### config.mk
export PLATFORM = sky130hd
export DESIGN_NAME = sort_engine
export DESIGN_NICKNAME = d
export VERILOG_FILES = /design/src/rtl/sort_engine.sv
export SDC_FILE = /design/constraint.sdc
export NUM_CORES = 1
export LEC_CHECK = 0
export CAP_MARGIN = 20
export CORE_ASPECT_RATIO = 0.5
export CORE_MARGIN = 3
export CORE_UTILIZATION = 62
export DETAILED_ROUTE_END_ITERATION = 7
export PLACE_DENSITY = 0.84
export RECOVER_POWER = 50
export SETUP_SLACK_MARGIN = 0.15
export SLEW_MARGIN = 20
export SYNTH_ARGS = -nofsm -noshare
export SYNTH_HDL_FRONTEND = slang
export SYNTH_SLANG_ARGS = --single-unit
### constraint.sdc
create_clock -name clk -period 5.3 [get_ports clk]
set_input_delay 0.53 -clock clk [delete_from_list [all_inputs] [get_ports clk]]
set_output_delay 0.53 -clock clk [all_outputs]
set_load 0.01 [all_outputs]
### src/rtl/sort_engine.sv
// sort_engine: buffers up to DEPTH words, bubble-sorts them in place with a
// single shared comparator (one compare/swap per clock), then streams them out.

// Strict less-than comparator on N+1-bit operands.
module comparator #(
    parameter int N = 8
) (
    input  logic [N:0] x,
    input  logic [N:0] y,
    output logic       z
);
    assign z = (x < y);
endmodule

module sort_engine #(
    parameter int N     = 8,
    parameter int DEPTH = 8
) (
    input  logic       clk,
    input  logic       reset_n,
    input  logic       in_valid,
    input  logic [N:0] in_data,
    output logic       in_ready,
    input  logic       start,
    output logic       busy,
    output logic       sorted,
    output logic       out_valid,
    output logic [N:0] out_data,
    input  logic       out_ready
);
    localparam int IW = (DEPTH > 1) ? $clog2(DEPTH) : 1;
    localparam int CW = $clog2(DEPTH + 1);
    localparam logic [CW-1:0] FULL = CW'(DEPTH);

    typedef enum logic [1:0] {LOAD, SORT, DRAIN} state_t;

    state_t        state, state_n;
    logic [N:0]    mem [DEPTH];
    logic [CW-1:0] count, count_n, count_w;
    logic [IW-1:0] i, i_n, limit, limit_n, rd, rd_n, ip1;
    logic          swapped, swapped_n, sorted_q;
    logic          accept, do_swap, cmp_z;

    assign ip1 = i + IW'(1);

    // The one comparator: z=1 means the upper word is strictly smaller.
    comparator #(.N(N)) u_cmp (
        .x(mem[ip1]),
        .y(mem[i]),
        .z(cmp_z)
    );

    // Outputs are decoded purely from registered state.
    assign in_ready  = (state == LOAD) && (count < FULL);
    assign busy      = (state == SORT);
    assign out_valid = (state == DRAIN);
    assign sorted    = sorted_q;
    assign out_data  = out_valid ? mem[rd] : '0;
    assign accept    = in_valid & in_ready;

    // Next-state and datapath control.
    always_comb begin
        state_n   = state;
        count_n   = count;
        i_n       = i;
        limit_n   = limit;
        rd_n      = rd;
        swapped_n = swapped;
        do_swap   = 1'b0;
        count_w   = count + CW'(accept);
        case (state)
            LOAD: begin
                count_n = count_w;
                // A word handshaken on the same edge as start is part of the batch.
                if (start && (count_w != '0)) begin
                    state_n   = SORT;
                    i_n       = '0;
                    limit_n   = IW'(count_w - CW'(1));
                    swapped_n = 1'b0;
                end
            end
            SORT: begin
                if (limit == '0) begin
                    state_n = DRAIN;
                    rd_n    = '0;
                end else begin
                    do_swap = cmp_z;
                    if (i == (limit - IW'(1))) begin
                        // Early exit when a whole pass (including this step) swapped nothing.
                        if (!(swapped || cmp_z) || (limit == IW'(1))) begin
                            state_n = DRAIN;
                            rd_n    = '0;
                        end else begin
                            limit_n   = limit - IW'(1);
                            i_n       = '0;
                            swapped_n = 1'b0;
                        end
                    end else begin
                        i_n       = ip1;
                        swapped_n = swapped | cmp_z;
                    end
                end
            end
            DRAIN: begin
                if (out_ready) begin
                    if (rd == IW'(count - CW'(1))) begin
                        state_n = LOAD;
                        count_n = '0;
                        rd_n    = '0;
                    end else begin
                        rd_n = rd + IW'(1);
                    end
                end
            end
            default: state_n = LOAD;
        endcase
    end

    // FSM state register.
    always_ff @(posedge clk or negedge reset_n) begin
        if (!reset_n) state <= LOAD;
        else          state <= state_n;
    end

    // Index, count and status registers.
    always_ff @(posedge clk or negedge reset_n) begin
        if (!reset_n) begin
            count    <= '0;
            i        <= '0;
            limit    <= '0;
            rd       <= '0;
            swapped  <= 1'b0;
            sorted_q <= 1'b0;
        end else begin
            count    <= count_n;
            i        <= i_n;
            limit    <= limit_n;
            rd       <= rd_n;
            swapped  <= swapped_n;
            sorted_q <= (state == SORT) && (state_n == DRAIN);
        end
    end

    // Word storage: load writes and in-place swaps; contents need no reset.
    always_ff @(posedge clk) begin
        if (accept) begin
            mem[IW'(count)] <= in_data;
        end else if (do_swap) begin
            mem[i]   <= mem[ip1];
            mem[ip1] <= mem[i];
        end
    end
endmodule

; Word level (Yosys, flattened, before mapping)
; Memory sizes are Yosys's and may differ from the RTL's.
; Cells that the tools add are included.
[word_totals]
in_bits = 14
latch_bits = 0
output_inout_bits = 13
ramBits = 72
register_bits = 17
memories = 1
romBits = 0
word_cells = 92
[memory_table]
columns = name, depth, width, rd, rd_clocked_by_memory_dff, wr, line_no
row1 = mem, 8, 9, 3, 0, 2, 38  ; logic [N:0] mem [DEPTH];
[op_classes]
n_eq_ne = 15
bitwise = 2
order_cmp = 2
reduce_logical = 17
n_div = 0
mul = 0
n_shift = 0
muxes = 42
addsub = 6
[ops]
columns = op, n
row1 = 2-to-1 mux 3 bit, 14
row2 = 2-to-1 mux 9 bit, 2
row3 = one-hot mux 3 bit (2 select lines), 3
row4 = 2-to-1 mux 1 bit, 12
row5 = 2-to-1 mux 2 bit, 6
row6 = < comparator 9 bit, 1
row7 = OR reduction 9 bit, 1
row8 = "subtractor 3 x 1 -> 3 bit, second input constant", 3
row9 = 2-to-1 mux 4 bit, 2
row10 = "!= test 2 x 1 -> 1 bit, second input constant", 4
row11 = one-hot mux 4 bit (2 select lines), 1
row12 = AND reduction 4 bit, 2
row13 = "adder 3 x 1 -> 3 bit, second input constant", 2
row14 = == test 3 bit, 2
row15 = "!= test 3 x 1 -> 1 bit, second input constant", 2
row16 = one-hot mux 2 bit (3 select lines), 1
row17 = nonzero test 2 bit, 3
row18 = AND reduction 5 bit, 1
row19 = adder 4 x 1 -> 4 bit, 1
row20 = "== test 2 bit, second input constant", 2
row21 = "< comparator 4 bit, second input constant", 1
row22 = "!= test 2 bit, second input constant", 2
row23 = nonzero test 4 bit, 1
row24 = "== test 3 x 1 -> 1 bit, second input constant", 1
row25 = 11 further kinds, 14

; Logic depth before layout (Yosys ltp)
; Gate-level depths: netlist of the first run.
; An unclocked memory read counts as a cell.
[depth]
depth_word = 12
mapped_depth = 18
ltp_nobuf = 14

; Cells and area by module
; Synthesis of the first run repeated with hierarchy kept, for this count alone.
[unflattened]
cells_unflattened = 522
area_unflattened_um2 = 6481.2
[by_module_without_submodules]
columns = module, seq_area_each_um2, area_each_um2, cells_each, instances
row1 = sort_engine, 2587.5, 6273.5, 492, 1
row2 = comparator, 0.0, 207.7, 30, 1

; Worst setup path after synthesis of the first run
; No wires, ideal clock.
[synth_timing]
path_kind = reg2reg
startpoint = register i[1]
endpoint = memory mem[2][0] in the netlist's numbering (enable)
n_path_buf = 4
stages_incl_launch_ff = 17
required_ns = 4.921
period_less_slack_ns = 4.119
path_slack_ns = 1.181
setup_ns = 0.379
arrival_time_ns = 3.740
cell_sequence = dfrtp_1 > ha_1 > clkbuf_1 > or2_2 > buf_2 > o22ai_1 > nor2_1 > inv_1 > ha_1 > a211oi_1 > nor2_1 > o31ai_1 > o21a_4 > nand2_4 > buf_8 > buf_6 > o22ai_1
[synth_lines]
columns = item, line_no
row1 = from (decl), 40  ; logic [IW-1:0] i, i_n, limit, limit_n, rd, rd_n, ip1;
row2 = from (signal assigned), 136  ; i <= i_n;
row3 = to (decl), 38

==> out/results.txt, run 1 <==
Status -> finished, final reports clean
Max VDD drop -> 0.0002665 V
Post-synthesis instance area -> 6741 sq um
Clk buf depth -> 2
Register area share after synthesis -> 0.3838
Dpl cells -> 811
Post-layout net count -> 714
Top cell type's share of synthesized area -> 0.3207
Initial antenna violation count -> 0
Sw power -> 2.022 mW
Setup CP Type -> reg -> reg
Clock Sinks -> 89
Die X -> 153.5 microns
Post-layout util -> 0.7056
Post-route DRC -> 0
Startpoint Class -> register
Area Overhead vs Synth -> 8.964%
Slowest stage delay, CP -> 0.53 ns
Switching Fraction -> 0.4735
Unrepaired setup endpoints after global routing -> false
Clk pwr share -> 0.148
Number of top-level pins -> 27
DR pass1 iterations -> 6
Total gr overflow -> 0
Combinational power share -> 0.632
Max-slew violations -> 0
Post-synth top cells -> 110 x o21ai_0, 72 x edfxtp_1, 70 x nor2_1, 65 x nand2_1, 54 x a21oi_1
Post-Route WL -> 18.75 mm
Hold WC Path Type -> reg -> reg
Ys Warns -> 0
Final non-filler cell total -> 827
TNS Setup -> 0 ns
DP Area -> 7126 sq um
Pre-CTS setup slack -> 0.7373 ns
WP data required -> 5.37 ns
Vias per inst -> 6.952
Final hold vios -> 0
Pwr Total -> 4.270 mW
Static Leak -> 2.842 nW
CP Capture Type -> register
Pint -> 2.248 mW
Hold_ws -> 0.5909 ns
Fin crit period -> 4.855 ns
Asr flop ratio synth -> 0.1910
Final ANT Viol Nets -> 0
IO buf count -> 26
Setup bufs post-CTS -> 0
Worst path arrival time -> 4.93 ns
Design area -> 7346 sq um
Quantity of gates resized following cts -> 0
Post-CTS Hold Buffers -> 0
Pwr per Cell Area -> 581.2 nW/um^2
Area leader, netlist -> edfxtp_1
Tightest Pin Transition -> 1.082 ns
Site row count -> 26
Crit-path cells -> ha_1, xnor2_2, nand2b_1, o221ai_1, ha_1, a21o_1, a21oi_1, o31a_1, o21a_1, nand2_4, o22ai_1, buf_4
Synth cell types -> 63
Post-route worst setup slack -> 0.4452 ns
Post-Syn Nets -> 698
Synth Instances -> 666
Initial Util -> 0.6476
Number of global-route vias before repair -> 5466
Wire per inst -> 22.67 microns
Dominant synthesized flop cell -> edfxtp_1
Avg Cell Area, Syn -> 10.12 sq um
CP most frequent cell -> ha_1
Crit share post-route -> 0.9160
CTS Buf Count -> 9
Clock slew at reported path FFs -> 0.07 ns
Max_cap viols -> 0
CTS tree -> done
Max_slew headroom -> 0.2787
Setup violators final -> 0
Post-synth EDFFs -> 72
Global Route Usage Sum -> 0.3110
Synth Register Bits -> 89
Register share of total power -> 0.220
DIE AREA -> 12240 sq um
Die Y -> 79.74 microns
Synth top area cells -> edfxtp_1 32%, mux4_2 13%, o21ai_0 8.2%
Core box area -> 10410 sq um
Slowest cell on the critical path -> o22ai_1
Clock root buffer -> clkbuf_16
Largest net degree at the start of global routing -> 63
Detail Placement HPWL -> 12.52 mm
Gpl congestion -> 0.9233
Worst Path Max Fanout -> 15
Vias -> 5749
Most numerous cell in the Yosys netlist -> o21ai_0
Share of cells above drive strength 1 -> 0.1499
ANT cells -> 0
H-tree depth -> 3
Global-route wire length before repair -> 29.37 mm
Clock Skews -> 0.01073 ns
First DRT Iteration DRCs -> 929
Fmax -> 206.0 MHz
Clock Latency Late Sink -> 0.36 ns
final cells by class:
type	count	area [sq um]
Inverter	19	71.32
Clock buffer	10	229.0
Sequential cell	89	2589
Timing Repair Buffer	50	430.4
Fill cell	784	3064
Tap cell	140	175.2
Clock inverter	6	56.30
Multi-Input combinational cell	513	3795
final timing paths:
check | to | slack, ns | cells past startpoint | start
max in group asynchronous | i[0]$_DFFE_PN0P_ | 4.06 | 1 | reset_n
min reg2reg | limit[1]$_DFFE_PN0P_ | 0.59 | 2 | limit[1]$_DFFE_PN0P_
max reg2reg | mem[3][6]$_DFFE_PP_ | 0.45 | 12 | i[0]$_DFFE_PN0P_
min | limit[1]$_DFFE_PN0P_ | 0.59 | 2 | limit[1]$_DFFE_PN0P_
min in group asynchronous | i[2]$_DFFE_PN0P_ | 0.70 | 1 | reset_n
max | mem[3][6]$_DFFE_PP_ | 0.45 | 12 | i[0]$_DFFE_PN0P_
flip-flops by register name (all words and copies together), names as in the netlist:
| signal | cells |
|---|---|
| mem | 72 |
| swapped | 1 |
| rd | 3 |
| state | 2 |
| i | 3 |
| sorted | 1 |
| limit | 3 |
| count | 4 |
worst max-delay path: cells and delay by family, from the launching register on:
kind	cells	cell delay [ns]
AOI/OAI and AO/OA	6	1.96
and+or+nand+nor	2	0.72
adders and majority gates	2	0.71
xor gates and xnor gates	1	0.51
DFF	1	0.40
buffers and inverters	1	0.26
cells by family after synthesis:
logic type,synth area share
adder cells (fa/ha/maj),0.03341
flip-flops,0.3838
AO/OA/AOI/OAI,0.1873
buffers and inverters,0.04733
XOR/XNOR,0.01615
multiplexers,0.2116
AND/OR/NAND/NOR,0.1205
layer usage:
metal | part of all wire | up-vias | track usage
met1 | 0.38 | 2720 | 0.4319
met4 | 0.025 | 0 | 0.09515
met3 | 0.14 | 59 | 0.07688
met2 | 0.46 | 441 | 0.4912
met5 | 0 | - | 0
li1 | - | 2529 | -
placed cells by master, fill, tap and decap left out, types with 4 or more instances in the layout:
cell type / instances
nand2_1: 65
ha_1: 18
o21ai_0: 120
o221ai_2: 4
xnor2_1: 6
mux4_2: 40
nor2_1: 70
edfxtp_1: 72
nand3_1: 10
clkdlybuf4s50_1: 13
o22ai_1: 12
dfrtp_1: 16
mux2_2: 4
mux2i_1: 45
buf_4: 21
inv_1: 18
nand2b_1: 7
a21oi_1: 54
o31a_1: 4
clkbuf_16: 9
dlygate4sd3_1: 13
power by group through the flow:
stage | registers [mW] | logic [mW] | clock network (mW)
final | 0.940 | 2.70 | 0.632
after CTS | 0.940 | 2.72 | 0.634
after global routing | 0.949 | 2.94 | 0.663
after detailed placement | 0.954 | 2.69 | 0
after global placement | 0.950 | 2.60 | 0
after floorplan | 0.854 | 2.05 | 0
No activity file was read; power rests on OpenSTA's default activity.
==> run 2, diff against run 1 <==
- CORE_MARGIN: 3 -> 8
- CORE_UTILIZATION: 62 -> 59
- PLACE_DENSITY: 0.84 -> 0.81
==> out/results.txt, run 2 (synthesis gave the netlist of run 1 again) <==
Status -> finished, final reports clean
Reg area -> 2589 sq um (unchanged)
Pwr per Cell Area -> 588.9 nW/um^2 (+1.3%)
Global Route Usage Sum -> 0.2679 (-0.04309)
CP Capture Type -> register
CTS Buf Count -> 9 (unchanged)
Sink of the worst hold path -> count[3]$_DFFE_PN0P_
CTS tree -> done
Hold WC Path Type -> reg -> reg
Clock Latency Late Sink -> 0.35 ns (about the same)
Reg-to-reg critical path startpoint -> i[0]$_DFFE_PN0P_
Switching Fraction -> 0.4783 (+0.004793)
Max-slew violations -> 0 (unchanged)
Gpl congestion -> 1.004 (+8.7%)
Pint -> 2.255 mW (+0.34%)
Crit share post-route -> 0.8818 (-0.03425)
TNS Setup -> 0 ns (unchanged)
Clk pwr share -> 0.149 (about the same)
Commonest non-fill, non-tap cells in the layout -> 120 x o21ai_0, 72 x edfxtp_1, 71 x nor2_1, 66 x nand2_1, 54 x a21oi_1
Initial antenna violation count -> 0 (unchanged)
Max VDD drop -> 0.0003282 V (+23%)
Number of global-route vias before repair -> 5439 (-0.49%)
Slowest stage delay, CP -> 0.47 ns (-0.06 ns)
Tightest Pin Transition -> 1.172 ns (+0.09049 ns)
WP data required -> 5.29 ns (-0.08 ns)
Combinational power share -> 0.631 (about the same)
H-tree depth -> 3 (unchanged)
Wire per inst -> 24.66 microns (+8.8%)
Vias per inst -> 7.005 (+0.76%)
Max_slew headroom -> 0.2102 (-0.06859)
Post-layout util -> 0.6626 (-0.04305)
Top reg by flops -> mem
Post-CTS Hold Buffers -> 0 (unchanged)
Worst Path Max Fanout -> 11 (-4)
Family with the most delay on the worst path -> compound AO/OA/AOI/OAI gates
Largest regs -> mem x72, count x4
First DRT Iteration DRCs -> 910 (-2.0%)
Clock root buffer -> clkbuf_16
Hold Path Depth -> 2 (unchanged)
Initial Util -> 0.6084 (-0.03920)
Worst path arrival time -> 4.66 ns (-0.27 ns)
Unrepaired setup endpoints after global routing -> false
R2R depth -> 12 (unchanged)
Fin crit period -> 4.673 ns (-0.1815 ns)
Multi-input logic area -> 3777 sq um (-0.46%)
Pre-CTS setup slack -> 0.7901 ns (+0.05282 ns)
Clock Sinks -> 89 (unchanged)
DIE AREA -> 15310 sq um (+25%)
Crit-path cells -> ha_1, xnor2_2, nand2b_1, o221ai_1, ha_1, a21o_1, a21oi_1, o31a_1, o21a_4, nand3_1, o21ai_0, clkbuf_1
Post-route DRC -> 0 (unchanged)
Setup CP Type -> reg -> reg
Global-route wire length before repair -> 31.72 mm (+8.0%)
Startpoint Class -> register
Setup violators final -> 0 (unchanged)
Reg2reg end -> mem[6][4]$_DFFE_PP_
Post-route worst setup slack -> 0.6267 ns (+0.1815 ns)
Most common cell after layout, fill and taps aside -> o21ai_0
CP most frequent cell -> ha_1
Share of cells above drive strength 1 -> 0.1466 (-0.003338)
Post-layout net count -> 716 (+0.28%)
Sw power -> 2.068 mW (+2.3%)
Register share of total power -> 0.220 (about the same)
Pwr Total -> 4.324 mW (+1.3%)
ANT cells -> 0 (unchanged)
Area Overhead vs Synth -> 8.909% (about the same)
Site row count -> 27 (+3.8%)
Vias -> 5842 (+1.6%)
Clk buf depth -> 2 (unchanged)
DR pass1 iterations -> 5 (-1)
WP buf/inv -> 1 (unchanged)
Max FFs per register -> 72 (unchanged)
Final ANT Viol Nets -> 0 (unchanged)
Filler cells -> 906 (+16%)
Total gr overflow -> 0 (unchanged)
IO buf count -> 26 (unchanged)
Core box area -> 11080 sq um (+6.4%)
Die X -> 167.2 microns (+8.9%)
Slowest cell on the critical path -> o221ai_1
Die Y -> 91.59 microns (+15%)
Clock slew at reported path FFs -> 0.08 ns (about the same)
Clock Skews -> 0.01107 ns (+0.0003472 ns)
Post-Route WL -> 20.57 mm (+9.7%)
Max_cap viols -> 0 (unchanged)
Number of top-level pins -> 27 (unchanged)
Detail Placement HPWL -> 14.72 mm (+18%)
Quantity of gates resized following cts -> 0 (unchanged)
Fmax -> 214.0 MHz (+3.9%)
Setup slack, reg-to-reg -> 0.63 ns (+0.18 ns)
Hold_sp -> count[3]$_DFFE_PN0P_
Static Leak -> 2.841 nW (about the same)
Largest net degree at the start of global routing -> 44 (-30%)
Setup bufs post-CTS -> 0 (unchanged)
Final hold vios -> 0 (unchanged)
[run 2: cell types whose count changed in the layout (fill, tap and decap cells not counted), sizes merged]
cell | previous run | this run
clkbuf | 13 | 15
clkinv | 1 | 2
clkinvlp | 1 | 0
buf | 21 | 20
inv | 23 | 24
[run 2: worst max-delay path by stage]
stage                                 from  cells past startpoint                  end
final                     i[0]$_DFFE_PN0P_                     12  mem[6][4]$_DFFE_PP_
after global routing      i[0]$_DFFE_PN0P_                     12  mem[3][1]$_DFFE_PP_
after global placement    i[0]$_DFFE_PN0P_                     13  mem[3][5]$_DFFE_PP_
after CTS                 i[0]$_DFFE_PN0P_                     12  mem[3][5]$_DFFE_PP_
after detailed placement  i[0]$_DFFE_PN0P_                     12  mem[3][5]$_DFFE_PP_
after floorplan           i[1]$_DFFE_PN0P_                     16  mem[2][0]$_DFFE_PP_
[run 2: cell type report]
| cell class | instances | share of cell area |
|---|---|---|
| sequential | 89 | 0.3526 |
| clock buffer | 9 | 0.03067 |
| tap | 145 | 0.02471 |
| multi-input combinational | 513 | 0.5145 |
| clock inverter | 7 | 0.008862 |
| timing repair buffer | 52 | 0.05896 |
| inverter | 19 | 0.009714 |
[run 2: layer usage]
layer,vias to the layer above,global-route usage,part of all wire
met5,-,0.02484,0
met1,2804,0.3688,0.40
li1,2548,-,-
met2,442,0.3713,0.41
met4,0,0.07454,0.019
met3,48,0.1209,0.17
[run 2: tightest hold or removal path, stage by stage (launching register included)]
cell and delay (ns):
dfrtp_1 0.43, nand2_1 0.07, o21ai_0 0.06
[run 2: metrics by stage]
step,cell area (sq um),instances,hold WS [ns]
3_5_place_dp,7147,818,0.5789
4_1_cts,7437,834,0.5944
5_1_grt,7342,834,0.6545
3_3_place_gp,7147,818,0.5596
2_1_floorplan,6741,666,0.2344
6_report,7342,834,0.5909
[run 2: power groups by stage]
stage / registers (mW) / logic, mW / clock network [mW]
floorplan: 0.854 / 2.05 / 0
global placement: 0.962 / 2.64 / 0
detailed placement: 0.966 / 2.71 / 0
CTS: 0.952 / 2.74 / 0.643
global route: 0.961 / 2.95 / 0.669
finish: 0.953 / 2.73 / 0.644
==> run 3, diff against run 2 <==
- SYNTH_HIERARCHICAL: default -> 1
==> out/results.txt, run 3 <==
Initial Util -> 0.5977 (-0.01073)
Post-Route WL -> 17.80 mm (-13%)
Worst Path Max Fanout -> 18 (+7)
Area Overhead vs Synth -> 11.64%
Hold_ws -> 0.5340 ns (-0.05685 ns)
Fmax -> 198.5 MHz (-7.2%)
Post-synth EDFFs -> 72 (unchanged)
Max VDD drop -> 0.0002877 V (-12%)
Largest net degree at the start of global routing -> 30 (-32%)
Die X -> 164.2 microns (-1.8%)
Family with the most delay on the worst path -> compound AO/OA/AOI/OAI gates
Core box area -> 10840 sq um (-2.1%)
Post-route DRC -> 0 (unchanged)
Post-Syn Nets -> 553 (-21%)
Reg area -> 2589 sq um (unchanged)
Setup bufs post-CTS -> 0 (unchanged)
Number of top-level pins -> 27 (unchanged)
Filler cells -> 771 (-15%)
IO buf count -> 26 (unchanged)
Asr flop ratio synth -> 0.1910 (unchanged)
Setup violators final -> 0 (unchanged)
Dominant synthesized flop cell -> edfxtp_1
Pwr per Cell Area -> 629.0 nW/um^2 (+6.8%)
Clock Sinks -> 89 (unchanged)
Post-route worst setup slack -> 0.2621 ns (-0.3645 ns)
Vias -> 4801 (-18%)
Synth Register Bits -> 89 (unchanged)
Setup CP Type -> reg -> reg
Most numerous cell in the Yosys netlist -> mux2i_1
Status -> finished, final reports clean
H-tree depth -> 3 (unchanged)
Max_slew headroom -> 0.2356 (+0.02547)
Largest regs -> mem x72, count x4
ANT cells -> 0 (unchanged)
Static Leak -> 2.589 nW (-8.9%)
Final ANT Viol Nets -> 0 (unchanged)
Tightest Pin Transition -> 1.147 ns (-0.02582 ns)
Fin crit period -> 5.038 ns (+0.3645 ns)
Max FFs per register -> 72 (unchanged)
Clock Latency Late Sink -> 0.35 ns (about the same)
Max-slew violations -> 0 (unchanged)
Synth top area cells -> edfxtp_1 33%, mux2i_1 18%, mux4_2 14%
Total gr overflow -> 0 (unchanged)
CP Capture Type -> register
Initial antenna violation count -> 0 (unchanged)
Post-layout net count -> 588 (-18%)
WP data required -> 5.35 ns (+0.06 ns)
Crit share post-route -> 0.9505 (+0.06878)
Final hold vios -> 0 (unchanged)
Hold WC Path Type -> reg -> reg
DR pass1 iterations -> 6 (+1)
DP Area -> 6998 sq um (-2.1%)
DIE AREA -> 14800 sq um (-3.3%)
Number of global-route vias before repair -> 4809 (-12%)
Post-synth top cells -> 118 x mux2i_1, 72 x edfxtp_1, 39 x mux4_2, 33 x inv_1, 28 x nand3_1
Clock root buffer -> clkbuf_16
Global Route Usage Sum -> 0.2461 (-0.02182)
Synth Instances -> 522 (-22%)
TNS Setup -> 0 ns (unchanged)
First DRT Iteration DRCs -> 569 (-37%)
Area leader, netlist -> edfxtp_1
Clk buf depth -> 2 (unchanged)
Vias per inst -> 6.791 (-3.1%)
Slowest stage delay, CP -> 0.63 ns (+0.16 ns)
Clock slew at reported path FFs -> 0.07 ns (about the same)
Pre-CTS setup slack -> 0.3898 ns (-0.4003 ns)
Design area -> 7236 sq um (-1.4%)
Detail Placement HPWL -> 12.34 mm (-16%)
Post-layout util -> 0.6672 (+0.004642)
Register area share after synthesis -> 0.3992 (+0.01541)
Crit-path cells -> ha_1, xnor2_4, mux4_2, inv_1, ha_1, a21oi_1, o21ai_0, a21oi_1, clkbuf_1, nand3_1, nor3_1, a21oi_1, o21ai_0, buf_4
Unrepaired setup endpoints after global routing -> false
Commonest non-fill, non-tap cells in the layout -> 118 x mux2i_1, 72 x edfxtp_1, 39 x mux4_2, 33 x inv_1, 29 x nand3_1
Post-synthesis instance area -> 6481 sq um (-3.9%)
CP most frequent cell -> a21oi_1
Worst path arrival time -> 5.09 ns (+0.43 ns)
Quantity of gates resized following cts -> 0 (unchanged)
Max_cap viols -> 0 (unchanged)
Clock Skews -> 0.01169 ns (+0.0006120 ns)
Top cell type's share of synthesized area -> 0.3336 (+0.01288)
Ys Warns -> 6 (+6)
CTS tree -> done
Share of cells above drive strength 1 -> 0.1904 (+0.04380)
Slowest cell on the critical path -> mux4_2
Global-route wire length before repair -> 27.66 mm (-13%)
Top reg by flops -> mem
Gpl congestion -> 0.8978 (-11%)
Site row count -> 27 (unchanged)
Most common cell after layout, fill and taps aside -> mux2i_1
Avg Cell Area, Syn -> 12.42 sq um (+23%)
Wire per inst -> 25.18 microns (+2.1%)
CTS Buf Count -> 9 (unchanged)
Die Y -> 90.11 microns (-1.6%)
Post-CTS Hold Buffers -> 0 (unchanged)
Startpoint Class -> register
Synth cell types -> 55 (-13%)
Multi-input logic area -> 3561 sq um (-5.7%)
WP buf/inv -> 3 (+2)
==> run 3: cell count changes after synthesis, moves of 6 or more <==
cell,delta
nand3_1,+18
nor3_1,+7
and4_1,+6
mux2i_1,+73
clkbuf_1,-12
inv_1,+15
nand2_1,-50
mux2i_4,+6
o22ai_1,-7
o21ai_0,-102
nor2_1,-43
a21oi_1,-32
==> run 3: cell type report <==
class | count | area share
inverters | 34 | 0.01781
repair buffers | 59 | 0.06951
well taps | 145 | 0.02507
clock buffers | 10 | 0.03164
flip-flops and latches | 89 | 0.3578
clock inverters | 6 | 0.006052
multi-input cells | 364 | 0.4921
==> run 3: report_power, final <==
part	switching, mW	leakage [nW]	internal (mW)	total (mW)
clock	0.286	0.123	0.319	0.605
sequential	0.179	0.867	1.06	1.24
combinational	1.53	1.60	1.17	2.70
total	2.00	2.59	2.56	4.55
==> run 3: final timing paths <==
path / start / cells past startpoint / to / slack [ns]
setup / recovery: i[0]$_DFFE_PN0P_ / 14 / mem[1][4]$_DFFE_PP_ / 0.26
max in group asynchronous: reset_n / 1 / i[0]$_DFFE_PN0P_ / 4.03
setup reg to reg: i[0]$_DFFE_PN0P_ / 14 / mem[1][4]$_DFFE_PP_ / 0.26
hold / removal: swapped$_DFFE_PN0P_ / 2 / swapped$_DFFE_PN0P_ / 0.53
hold reg to reg: swapped$_DFFE_PN0P_ / 2 / swapped$_DFFE_PN0P_ / 0.53
min in group asynchronous: reset_n / 1 / state[1]$_DFF_PN0_ / 0.72
==> run 3: cells by family (layout without fill, tap and decap cells) <==
kind of cell             count (synthesis)  count (layout)  synth area share
flip-flops                              89              89            0.3992
adder cells (fa/ha/maj)                 17              17           0.03282
XOR/XNOR                                10              10           0.02104
multiplexers                           165             165            0.3430
AO/OA/AOI/OAI                           64              64           0.06583
AND/OR/NAND/NOR                        108             108           0.08726
buffers and inverters                   69             109           0.05077
==> run 3: layer usage <==
layer  routed length, microns  part of all wire  vias to the layer above  GRT usage
li1                         -                 -                     2077          -
met1                     7070              0.40                     2349     0.3295
met2                     7914              0.44                      305     0.3576
met3                     2189              0.12                       70    0.08189
met4                      626             0.035                        0     0.1060
met5                        0                 0                        -          0
==> run 3: worst min-delay path, stage by stage (launching register included) <==
cell and delay (ns):
dfrtp_1 0.37, a21oi_1 0.05, nor2_1 0.08
==> run 3: per-stage QoR <==
| stage | cells | total power [mW] |
|---|---|---|
| after global routing | 707 | 4.784 |
| final | 707 | 4.551 |
| after global placement | 690 | 3.834 |
| after CTS | 706 | 4.549 |
| after floorplan | 522 | 3.138 |
| after detailed placement | 690 | 3.938 |
